===== config.mk =====
export PLATFORM = sky130hd
export DESIGN_NAME = imm_gen_pipe
export DESIGN_NICKNAME = d
export VERILOG_FILES = /design/src/rtl/imm_gen_pipe.sv
export SDC_FILE = /design/constraint.sdc
export NUM_CORES = 1
export LEC_CHECK = 0
export ABC_AREA = 0
export CAP_MARGIN = 20
export CORE_MARGIN = 5
export CORE_UTILIZATION = 46
export DETAILED_ROUTE_END_ITERATION = 7
export PLACE_DENSITY = 0.85
export REMOVE_ABC_BUFFERS = 1
export SYNTH_ARGS = -nofsm -noshare
export SYNTH_HDL_FRONTEND = slang
export SYNTH_SLANG_ARGS = --single-unit

===== constraint.sdc =====
create_clock -name clk -period 5.36 [get_ports clk]
set_input_delay 1.072 -clock clk [delete_from_list [all_inputs] [get_ports clk]]
set_output_delay 1.072 -clock clk [all_outputs]
set_load 0.01 [all_outputs]

===== src/rtl/imm_gen_pipe.sv =====
// Registered RISC-V immediate generator with valid/ready handshake, illegal-encoding
// flagging, a saturating illegal counter and a pass-through sideband tag.
module imm_gen_pipe #(
    parameter int XLEN  = 32,
    parameter int TAG_W = 32,
    parameter int CNT_W = 8
) (
    input  logic             clk,
    input  logic             reset,
    input  logic             flush,
    input  logic             in_valid,
    output logic             in_ready,
    input  logic [31:0]      in_inst,
    input  logic [TAG_W-1:0] in_tag,
    output logic             out_valid,
    input  logic             out_ready,
    output logic [XLEN-1:0]  out_imm,
    output logic [2:0]       out_fmt,
    output logic             out_illegal,
    output logic [TAG_W-1:0] out_tag,
    output logic [CNT_W-1:0] unk_count
);
    typedef enum logic [2:0] {
        FMT_NONE  = 3'd0,
        FMT_I     = 3'd1,
        FMT_S     = 3'd2,
        FMT_B     = 3'd3,
        FMT_U     = 3'd4,
        FMT_J     = 3'd5,
        FMT_SHAMT = 3'd6,
        FMT_ZIMM  = 3'd7
    } fmt_e;

    typedef enum logic [6:0] {
        OPC_LOAD    = 7'b0000011,
        OPC_FENCE   = 7'b0001111,
        OPC_OPIMM   = 7'b0010011,
        OPC_AUIPC   = 7'b0010111,
        OPC_OPIMM32 = 7'b0011011,
        OPC_STORE   = 7'b0100011,
        OPC_OP      = 7'b0110011,
        OPC_LUI     = 7'b0110111,
        OPC_OP32    = 7'b0111011,
        OPC_BRANCH  = 7'b1100011,
        OPC_JALR    = 7'b1100111,
        OPC_JAL     = 7'b1101111,
        OPC_SYSTEM  = 7'b1110011
    } opc_e;

    logic [XLEN-1:0] imm_i, imm_s, imm_b, imm_u, imm_j;
    logic [XLEN-1:0] dec_imm;
    fmt_e            dec_fmt;
    fmt_e            fmt_q;
    logic            dec_ill;
    logic            is_shift;
    logic            accept;

    // Signed casts sign-extend every format from in_inst[31] to XLEN.
    assign imm_i = XLEN'($signed(in_inst[31:20]));
    assign imm_s = XLEN'($signed({in_inst[31:25], in_inst[11:7]}));
    assign imm_b = XLEN'($signed({in_inst[31], in_inst[7], in_inst[30:25], in_inst[11:8], 1'b0}));
    assign imm_u = XLEN'($signed({in_inst[31:12], 12'b0}));
    assign imm_j = XLEN'($signed({in_inst[31], in_inst[19:12], in_inst[20], in_inst[30:21], 1'b0}));

    assign is_shift = (in_inst[13:12] == 2'b01);

    always_comb begin
        dec_imm = '0;
        dec_fmt = FMT_NONE;
        dec_ill = 1'b0;
        case (in_inst[6:0])
            OPC_OPIMM: begin
                if (is_shift) begin
                    dec_fmt = FMT_SHAMT;
                    if (XLEN == 64) begin
                        dec_imm = XLEN'(in_inst[25:20]);
                    end else begin
                        dec_imm = XLEN'(in_inst[24:20]);
                        dec_ill = in_inst[25];
                    end
                end else begin
                    dec_fmt = FMT_I;
                    dec_imm = imm_i;
                end
            end
            OPC_LOAD, OPC_JALR, OPC_FENCE: begin
                dec_fmt = FMT_I;
                dec_imm = imm_i;
            end
            OPC_OPIMM32: begin
                if (XLEN != 64) begin
                    dec_ill = 1'b1;
                end else if (is_shift) begin
                    dec_fmt = FMT_SHAMT;
                    dec_imm = XLEN'(in_inst[24:20]);
                    dec_ill = in_inst[25];
                end else begin
                    dec_fmt = FMT_I;
                    dec_imm = imm_i;
                end
            end
            OPC_STORE: begin
                dec_fmt = FMT_S;
                dec_imm = imm_s;
            end
            OPC_BRANCH: begin
                dec_fmt = FMT_B;
                dec_imm = imm_b;
            end
            OPC_JAL: begin
                dec_fmt = FMT_J;
                dec_imm = imm_j;
            end
            OPC_LUI, OPC_AUIPC: begin
                dec_fmt = FMT_U;
                dec_imm = imm_u;
            end
            OPC_SYSTEM: begin
                if (in_inst[14]) begin
                    dec_fmt = FMT_ZIMM;
                    dec_imm = XLEN'(in_inst[19:15]);
                end else begin
                    dec_fmt = FMT_I;
                    dec_imm = imm_i;
                end
            end
            OPC_OP:   dec_ill = 1'b0;
            OPC_OP32: dec_ill = (XLEN != 64);
            default:  dec_ill = 1'b1;
        endcase
    end

    assign in_ready = ~reset & (~out_valid | out_ready);
    assign accept   = in_valid & in_ready & ~flush;
    assign out_fmt  = fmt_q;

    always_ff @(posedge clk) begin
        if (reset) begin
            out_valid   <= 1'b0;
            out_imm     <= '0;
            fmt_q       <= FMT_NONE;
            out_illegal <= 1'b0;
            out_tag     <= '0;
            unk_count   <= '0;
        end else begin
            if (flush)
                out_valid <= 1'b0;
            else if (accept)
                out_valid <= 1'b1;
            else if (out_ready)
                out_valid <= 1'b0;

            if (accept) begin
                out_imm     <= dec_imm;
                fmt_q       <= dec_fmt;
                out_illegal <= dec_ill;
                out_tag     <= in_tag;
                if (dec_ill && (unk_count != '1))
                    unk_count <= unk_count + CNT_W'(1);
            end
        end
    end
endmodule

[Word level (Yosys, flattened, before mapping)]
Index checks and enable logic that the tools add are counted.
Operators by class
  add/sub/neg operators: 1
  equality and inequality tests: 13
  muxes and demuxes: 10
  bitwise operators: 7
  reductions and logical operators: 7
Operators by type and width (count)
  one-hot mux 32 bit (7 select lines): 1
  two-way mux 32 bit: 2
  equality test 7 bit (second input constant): 4
  equality test 7 x 6 -> 1 bit (second input constant): 3
  one-hot mux 3 bit (7 select lines): 1
  equality test 7 x 5 -> 1 bit (second input constant): 2
  OR reduction 10 bit: 1
  adder 8 x 1 -> 8 bit (second input constant): 1
  inequality test 8 bit (second input constant): 1
  equality test 7 x 2 -> 1 bit (second input constant): 1
  equality test 7 x 4 -> 1 bit (second input constant): 1
  two-way mux 3 bit: 2
  OR reduction 2 bit: 2
  AND 1 bit: 3
  two-way mux 1 bit: 3
  NOT 1 bit: 3
  OR reduction 3 bit: 1
  equality test 2 x 1 -> 1 bit (second input constant): 1
  one-hot mux 1 bit (2 select lines): 1
  AND reduction 2 bit: 1
  nonzero test 2 bit: 1
  logical AND 1 bit: 1
  bitwise OR 1 bit: 1
Word-level totals
  register bits: 77
  bits of input ports: 69
  output and inout port bits: 78
  word-level logic and storage cells: 44

[Logic depth before layout (Yosys ltp)]
Gate-level depths: netlist of the first run.
  depth in word-level cells: 6
  gate-level depth with buffers: 8
  mapped depth without buffers: 6

[Worst setup path after synthesis of the first run]
OpenSTA, ideal clock, no wires.
  path kind: input port to output port
  from: input reset
  to: output in_ready
  arrival: 1.605 ns
  required time: 4.288 ns
  slack: 2.683 ns
  stages on the path: 3
  path buffers: 2
  cell sequence: buf_2 -> clkbuf_1 -> nor2_1
Between the ends
  word-level cells in the longest chain between the ends: 2
Ends and longest elaborated chain
  from (decl): line 9  | input logic reset,
  NOT 1 bit: line 133  | assign in_ready = ~reset & (~out_valid | out_ready);
  AND 1 bit: line 133
  to (decl): line 12  | output logic in_ready,
No other way between the ends.

[Worst setup path after layout of the first run]
Ends and elaborated chain as after synthesis.

==> flow_summary.ini, run 1 <==
[outcome]
status = finished clean

[synth]
synth_xor_xnor_area_share_pct = 0
synth_top_area_cell = dfxtp_1
synth_top_family_by_area = compound AO/OA/AOI/OAI gates
yosysWarnings = 0
yosysMostFrequentCell = nand2_1
synth_edf_count = 0
synth.distinct_cells = 56
synth_flop_cell = dfxtp_1
synth_area_leaders = dfxtp_1 44%, nand2_1 10%, a21oi_1 8.6%
netlist_area_um2 = 3505
syn_inst = 415
yosys.area_share.adder_pct = 0.3570
synth-seq-cells = 77
synth_simple_gate_area_share_pct = 21.03
synth-compound-area-share_pct = 28.70
ys_seq_area_share_pct = 43.98
syn_avg_cell_area_um2 = 8.445
synth_top_area_share_pct = 43.98
synth_mux_area_share_pct = 0.5712
synth.top_cells.by_count = 93 x nand2_1, 77 x dfxtp_1, 60 x a21oi_1
async_flop_share_pct = 0

[layout]
syn2layout_area_growth_pct = 47.95
regArea_um2 = 1541
layout-drive-gt1-share_pct = 8.227
fillers = 565
diodes = 0
fin_area_um2 = 5185
fin_nets = 612
multi_input_area_um2 = 1798

[hold_path]
hold_class = reg2reg

[floorplan]
die-area_um2 = 9464
core_area_um2 = 7331
start_util_pct = 47.81
die_h_um = 97.29
io_pins = 147
die_w_um = 97.29
rows = 31

[critical_path]
criticalPathCategory = in2out
path_max_fanout = 60
crit_arrival_ns = 2.40
cp-start-kind = primary input
endpoint_kind = output pin
required_ns = 4.29

[sta]
finalSetupViolCount = 0
tns_ns = 0
hold_viol = 0
finalCritPeriodShare_pct = 64.85
period_minus_slack_ns = 3.476
fin_skew_ns = 0.01446
timing.hold.ws_ns = 0.4526
worst_pin_slew_ns = 0.9315
max_slew_margin_pct = 37.56
slew_violations = 0
fmax_ghz = 0.2877
rsz0062_at_grt = false

[power_and_ir_drop]
clockPowerShare_pct = 39.9
p_leak_nw = 1.754
seqPwrFrac_pct = 47.5
powerDensity_nw_per_um2 = 238.6
sw_frac_of_total_pct = 25.10
pwr-share-comb_pct = 12.5
p_int_mw = 0.9264
switchingPower_mw = 0.3105
peakVddDrop_mv = 0.1773

[routing]
dr.pass1.iters = 5
wl_per_cell_um = 17.07
vias = 3690
ant_nets = 0
routed_wl_um = 11030
drc_errors = 0
via_per_inst = 5.712
initialDrtViolationCount = 305

[placement]
place.gp.congestion = 0.8793
hpwl_um = 7936
place_area_um2 = 4965
numPortBuffers = 146

[clock_tree]
clk_pin_slew_ns = 0.07
ctsRootBufferMaster = clkbuf_8
numCtsBuffers = 9
cts_resized = 0
post-cts-setup-buffers = 0
cts_num_sinks = 77
htree_num_levels = 3
cts_tree = done
clk_latency_ns = 0.36
postCtsHoldBufs = 0
clockBufferDepth = 2

[grt]
grt_max_degree = 61
grt_pass1_vias = 3565
grt_use_total_pct = 22.74
grt_pass1_wl_um = 18000
antenna_found_initial = 0
grt_overflow = 0

[job]
maxCapViolCount = 0
==> registers in the layout, summed over array words and instances, names as in the netlist <==
register / count
out_illegal: 1
out_tag: 32
out_valid: 1
out_fmt: 3
unk_count: 8
out_imm: 32
==> worst paths after layout <==
check / startpoint / to / slack, ns / cells after the start
min reg2reg: out_tag[17]$_SDFFE_PP0P_ / out_tag[17]$_SDFFE_PP0P_ / 0.45 / 2
max: reset / in_ready / 1.88 / 4
max reg2reg: out_valid$_SDFFE_PP0P_ / out_imm[19]$_SDFFE_PP0P_ / 3.02 / 6
min: out_tag[17]$_SDFFE_PP0P_ / out_tag[17]$_SDFFE_PP0P_ / 0.45 / 2
==> power groups by stage <==
stage | clock network, mW | registers [mW] | logic, mW
after floorplan | 0 | 0.606 | 0.0450
final | 0.494 | 0.588 | 0.155
after global routing | 0.526 | 0.589 | 0.167
after detailed placement | 0 | 0.601 | 0.154
after CTS | 0.498 | 0.588 | 0.155
after global placement | 0 | 0.601 | 0.152
==> logic make-up after synthesis <==
kind of cell	count (synthesis)
adders and majority gates	1
buffers and inverters	38
and+or+nand+nor	156
muxes	2
DFF	77
AOI/OAI and AO/OA	141
==> cells in the final DEF, fill, tap and decap left out, types with 3 or more instances in the layout <==
cell	netlist	routed
clkdlybuf4s50_1	0	145
nand2_1	93	93
dfxtp_1	77	77
a21oi_1	60	60
a211oi_2	12	12
a22oi_1	11	11
nor2_1	10	10
a32oi_1	9	9
clkbuf_8	0	9
a211oi_1	8	8
a22o_1	6	6
nand2b_1	5	5
and3_1	5	5
a222oi_1	5	5
nor2b_1	4	4
nor3_1	5	4
nand3_1	5	4
nand4_1	4	4
or4_1	4	4
o311ai_1	4	4
o21ai_0	4	4
buf_4	4	4
inv_1	3	3
o31ai_1	3	3
and2_1	3	3
nand3b_1	3	3
==> final cells by class <==
cell class / instances / area share, %
Multi-Input combinational cell: 300 / 34.68
Sequential cell: 77 / 29.73
Timing Repair Buffer: 150 / 28.67
Clock buffer: 9 / 2.389
Tap cell: 99 / 2.389
Clock inverter: 7 / 1.858
Inverter: 4 / 0.2896
==> worst max-delay path, cell delays in order <==
cell	delay (ns)
buf_2	0.11
buf_4	0.56
nor2_1	0.14
clkdlybuf4s50_1	0.51
==> metrics by stage <==
step | power, mW | utilization, % | instances | setup WS (ns)
floorplan | 0.6505 | - | 381 | -0.6341
global placement | 0.7531 | 67.72 | 630 | 1.799
detailed placement | 0.7552 | 67.72 | 630 | 1.665
CTS | 1.240 | 70.73 | 646 | 1.888
global route | 1.282 | 70.73 | 646 | 1.819
finish | 1.237 | 70.73 | 646 | 1.884
==> per-layer routing <==
layer	routed length, µm	vias to the layer above	track usage (%)
li1	-	1776	-
met1	5073	1737	30.85
met2	4905	170	35.93
met3	983	7	7.825
met4	67	0	3.301
met5	0	-	0
Power figures use the tool's default switching activity.
==> run 2: changes to the inputs <==
Settings changed: CORE_UTILIZATION 46 to 43, PLACE_DENSITY 0.85 to 0.81.
Clock period 5.36 ns to 3.5 ns, I/O delays scaled along.
==> run 2 against run 1 <==
Compared with the run above:
- cell count grew 2.0%
- non-clock buffer count up 7
- count of clock-buffer cells in the layout rose by 2
==> flow_summary.ini, run 2 (synthesis results as in run 1) <==
[outcome]
status = finished clean

[grt]
grt_pass1_vias = 3531
antenna_found_initial = 0
grt_max_degree = 83
grt_overflow = 0
grt_use_total_pct = 21.08
grt_pass1_wl_um = 17230

[power_and_ir_drop]
p_leak_nw = 1.762
peakVddDrop_mv = 0.1872
fin_total_pwr_mw = 1.727
powerDensity_nw_per_um2 = 332.7

[layout]
reg_top3 = out_imm (32), out_tag (32), unk_count (8)
fin_area_um2 = 5192
layout_common_cells = 145 x clkdlybuf4s50_1, 93 x nand2_1, 77 x dfxtp_1
fin_nets = 619
final_common_cell = clkdlybuf4s50_1
syn2layout_area_growth_pct = 48.16
post-route-util_pct = 64.16
diodes = 0
fillers = 695
layout-drive-gt1-share_pct = 9.025

[hold_path]
worstHoldStart = out_tag[9]$_SDFFE_PP0P_
hold_class = reg2reg
whs_path_depth = 2
holdPathEnd = out_tag[9]$_SDFFE_PP0P_

[clock_tree]
ctsRootBufferMaster = clkbuf_8
cts_tree = done
cts_resized = 0
clk_latency_ns = 0.34
clockBufferDepth = 2
post-cts-setup-buffers = 0
postCtsHoldBufs = 0
cts_num_sinks = 77
clk_pin_slew_ns = 0.07
numCtsBuffers = 9
htree_num_levels = 3

[sta]
period_minus_slack_ns = 2.817
finalSetupViolCount = 0
worst_pin_slew_ns = 0.8455
hold_viol = 0
slew_violations = 0
fmax_ghz = 0.3550
max_slew_margin_pct = 43.16
rsz0062_at_grt = false
timing.hold.ws_ns = 0.4550
tns_ns = 0
fin_skew_ns = 0.009634
finalCritPeriodShare_pct = 80.49

[critical_path]
reg2reg_depth = 6
endpoint_kind = flip-flop
criticalPathCategory = in2reg
required_ns = 3.77
rrSetupSlack_ns = 1.34
r2r_end = out_imm[12]$_SDFFE_PP0P_
slowest_delay_ns = 0.73
cp-start-kind = primary input
crit_arrival_ns = 3.09
path_cells = clkdlybuf4s50_1 > and4bb_2 > a311oi_1 > nor4_2 > buf_4 > o211ai_1 > nand2_1
timing.rr.start = out_valid$_SDFFE_PP0P_
path_max_fanout = 9
worst_path_max_delay_cell = nor4_2

[floorplan]
die-area_um2 = 10060
rows = 33
start_util_pct = 43.31
die_h_um = 100.3
die_w_um = 100.3
io_pins = 147
core_area_um2 = 8093

[placement]
place_area_um2 = 5025
numPortBuffers = 146
place.gp.congestion = 0.9191
hpwl_um = 8066

[routing]
drc_errors = 0
initialDrtViolationCount = 230
routed_wl_um = 10910
dr.pass1.iters = 5
vias = 3654
ant_nets = 0
via_per_inst = 5.545
wl_per_cell_um = 16.55

[job]
maxCapViolCount = 0
==> run 2: cell types whose count changed in the layout (fill, tap and decap cells not counted), sizes merged <==
cell / previous run / this run
bufinv: 2 / 0
clkinv: 3 / 4
clkbuf: 9 / 11
buf: 5 / 12
inv: 6 / 5
==> run 2: critical path, delay by kind of cell <==
family                 cells  cell delay [ns]
AOI/OAI and AO/OA          2             0.33
and+or+nand+nor            3             1.13
buffers and inverters      2             0.92
==> run 2: where the power goes <==
group	internal [mW]	switching, mW
Combinational	0.127	0.116
Sequential	0.891	0.00892
Clock	0.261	0.324
Total	1.28	0.449
==> run 2: worst max path at each step <==
stage / start / to / depth (start not counted)
after global placement: in_inst[6] / out_imm[20]$_SDFFE_PP0P_ / 6
final: in_inst[2] / out_imm[12]$_SDFFE_PP0P_ / 7
after detailed placement: in_inst[2] / out_imm[19]$_SDFFE_PP0P_ / 7
after global routing: in_inst[2] / out_imm[12]$_SDFFE_PP0P_ / 7
after floorplan: reset / out_imm[12]$_SDFFE_PP0P_ / 5
after CTS: in_inst[2] / out_imm[12]$_SDFFE_PP0P_ / 7
==> run 2: metal layers <==
metal / GRT usage (%) / wire length [µm] / part of all wire, %
met5: 0 / 0 / 0
met4: 5.699 / 133 / 1.2
met3: 6.532 / 1108 / 10
met2: 33.38 / 4891 / 45
met1: 27.89 / 4773 / 44
==> run 2: final cells by class <==
cell class	instances	area [µm²]	share of cell area, %
clock buffer	11	131.4	2.530
inverter	4	15.01	0.2892
sequential	77	1541	29.69
tap	105	131.4	2.530
timing repair buffer	157	1539	29.64
clock inverter	5	36.28	0.6988
multi-input combinational	300	1798	34.63
==> run 2: stage by stage <==
stage | worst slack, ns | std cells
floorplan | -2.122 | 381
global placement | 0.4081 | 643
detailed placement | 0.3579 | 643
CTS | 0.7233 | 659
global route | 0.4826 | 659
finish | 0.6830 | 659
==> run 3: changes to the inputs <==
Clock period 3.5 ns to 2.85 ns, I/O delays scaled along.
==> run 3 against run 2 <==
Compared with the run above:
- core utilization rose by 1.0 points
- routed wire length increased by 1.1%
- sequential cell count unchanged
- count of clock-buffer cells in the layout decreased by 2
- cell area increased by 1.6%
- register-to-register slack lost 0.30 ns
- sequential share of layout area fell by 0.46 points
- critical path depth is 1 lower
- clock skew increased by 0.00069 ns
- die area stayed put
- critical path type unchanged
- highest routed layer unchanged
==> flow_summary.ini, run 3 (synthesis results as in run 1) <==
[sta]
worst_pin_slew_ns = 0.6287
fmax_ghz = 0.4081
timing.hold.ws_ns = 0.4471
finalCritPeriodShare_pct = 85.99
finalSetupViolCount = 0
rsz0062_at_grt = false
hold_viol = 0
max_slew_margin_pct = 57.90
slew_violations = 0
fin_skew_ns = 0.01032
period_minus_slack_ns = 2.451

[clock_tree]
post-cts-setup-buffers = 0
ctsRootBufferMaster = clkbuf_8
cts_num_sinks = 77
clockBufferDepth = 2
clk_pin_slew_ns = 0.08
cts_tree = done
numCtsBuffers = 9
postCtsHoldBufs = 0
cts_resized = 0
htree_num_levels = 3
clk_latency_ns = 0.34

[grt]
grt_pass1_vias = 3483
antenna_found_initial = 0
grt_overflow = 0
grt_max_degree = 52
grt_use_total_pct = 21.05
grt_pass1_wl_um = 17190

[layout]
diodes = 0
fin_nets = 621
multi_input_area_um2 = 1798
post-route-util_pct = 65.18
layout-drive-gt1-share_pct = 9.550
final_cells = 660
syn2layout_area_growth_pct = 50.52
final_common_cell = clkdlybuf4s50_1
fillers = 687
reg_top3 = out_imm (32), out_tag (32), unk_count (8)
layout_common_cells = 145 x clkdlybuf4s50_1, 93 x nand2_1, 77 x dfxtp_1
regArea_um2 = 1541

[critical_path]
path_max_fanout = 14
required_ns = 3.11
endpoint_kind = flip-flop
cp-start-kind = primary input
criticalPathCategory = in2reg
crit_arrival_ns = 2.72

[floorplan]
io_pins = 147
rows = 33
die_h_um = 100.3
core_area_um2 = 8093
start_util_pct = 43.31
die_w_um = 100.3
die-area_um2 = 10060

[power_and_ir_drop]
p_leak_nw = 1.797
clockPowerShare_pct = 39.0
pwr-share-comb_pct = 13.0
seqPwrFrac_pct = 48.0
switchingPower_mw = 0.5622
p_int_mw = 1.741
powerDensity_nw_per_um2 = 436.5
peakVddDrop_mv = 0.2509
sw_frac_of_total_pct = 24.41

[placement]
place.gp.congestion = 0.8343
hpwl_um = 8239
dp.cells = 645
numPortBuffers = 146

[outcome]
status = finished clean

[routing]
routed_wl_um = 11020
initialDrtViolationCount = 180
dr.pass1.iters = 5
vias = 3655
ant_nets = 0
wl_per_cell_um = 16.70
via_per_inst = 5.538
drc_errors = 0

[job]
maxCapViolCount = 0

[hold_path]
hold_class = reg2reg
run 3: cell count changes in the layout (fill, tap and decap cells not counted):
cell        change
clkbuf_1        -2
buf_12          +2
clkinvlp_4      +1
bufinv_16       +2
clkinv_4        -2
run 3: metal layers:
metal	vias to the layer above	part of all wire, %	track usage (%)
met1	1679	45	28.05
met4	0	1.2	6.321
met5	-	0	0
li1	1792	-	-
met3	14	9.2	6.115
met2	170	45	33.03
run 3: worst max-delay path, stage by stage:
cell,delay [ns]
clkdlybuf4s50_1,0.73
or3b_1,0.21
a21oi_1,0.09
o31a_1,0.45
or4_1,0.51
a21oi_1,0.16
run 3: layout make-up:
cell class | count | share of cell area [%]
multi-input cells | 300 | 34.08
well taps | 105 | 2.491
repair buffers | 159 | 29.93
clock buffers | 9 | 2.348
inverters | 4 | 0.2846
flip-flops and latches | 77 | 29.22
clock inverters | 6 | 1.637
run 3: worst paths after layout:
check | start | end | slack [ns] | cells past startpoint
max | in_inst[5] | unk_count[5]$_SDFFE_PP0P_ | 0.40 | 6
min | out_imm[31]$_SDFFE_PP0P_ | out_imm[31]$_SDFFE_PP0P_ | 0.45 | 2
max reg2reg | out_valid$_SDFFE_PP0P_ | out_imm[17]$_SDFFE_PP0P_ | 1.04 | 5
min reg2reg | out_imm[31]$_SDFFE_PP0P_ | out_imm[31]$_SDFFE_PP0P_ | 0.45 | 2
run 3: power groups by stage:
| stage | registers [mW] | logic, mW | clock network [mW] |
|---|---|---|---|
| global route | 1.11 | 0.325 | 0.961 |
| global placement | 1.13 | 0.297 | 0 |
| CTS | 1.11 | 0.301 | 0.918 |
| floorplan | 1.14 | 0.0846 | 0 |
| detailed placement | 1.13 | 0.299 | 0 |
| finish | 1.11 | 0.300 | 0.897 |
run 3: metrics by stage:
step	instance area (µm²)	setup WS (ns)	total power, mW	TNS (ns)
floorplan	3332	-2.642	1.223	-69.81
global placement	5065	0.1113	1.427	0
detailed placement	5065	0.07276	1.430	0
CTS	5275	0.4199	2.324	0
global route	5275	0.2123	2.394	0
finish	5275	0.3993	2.303	0
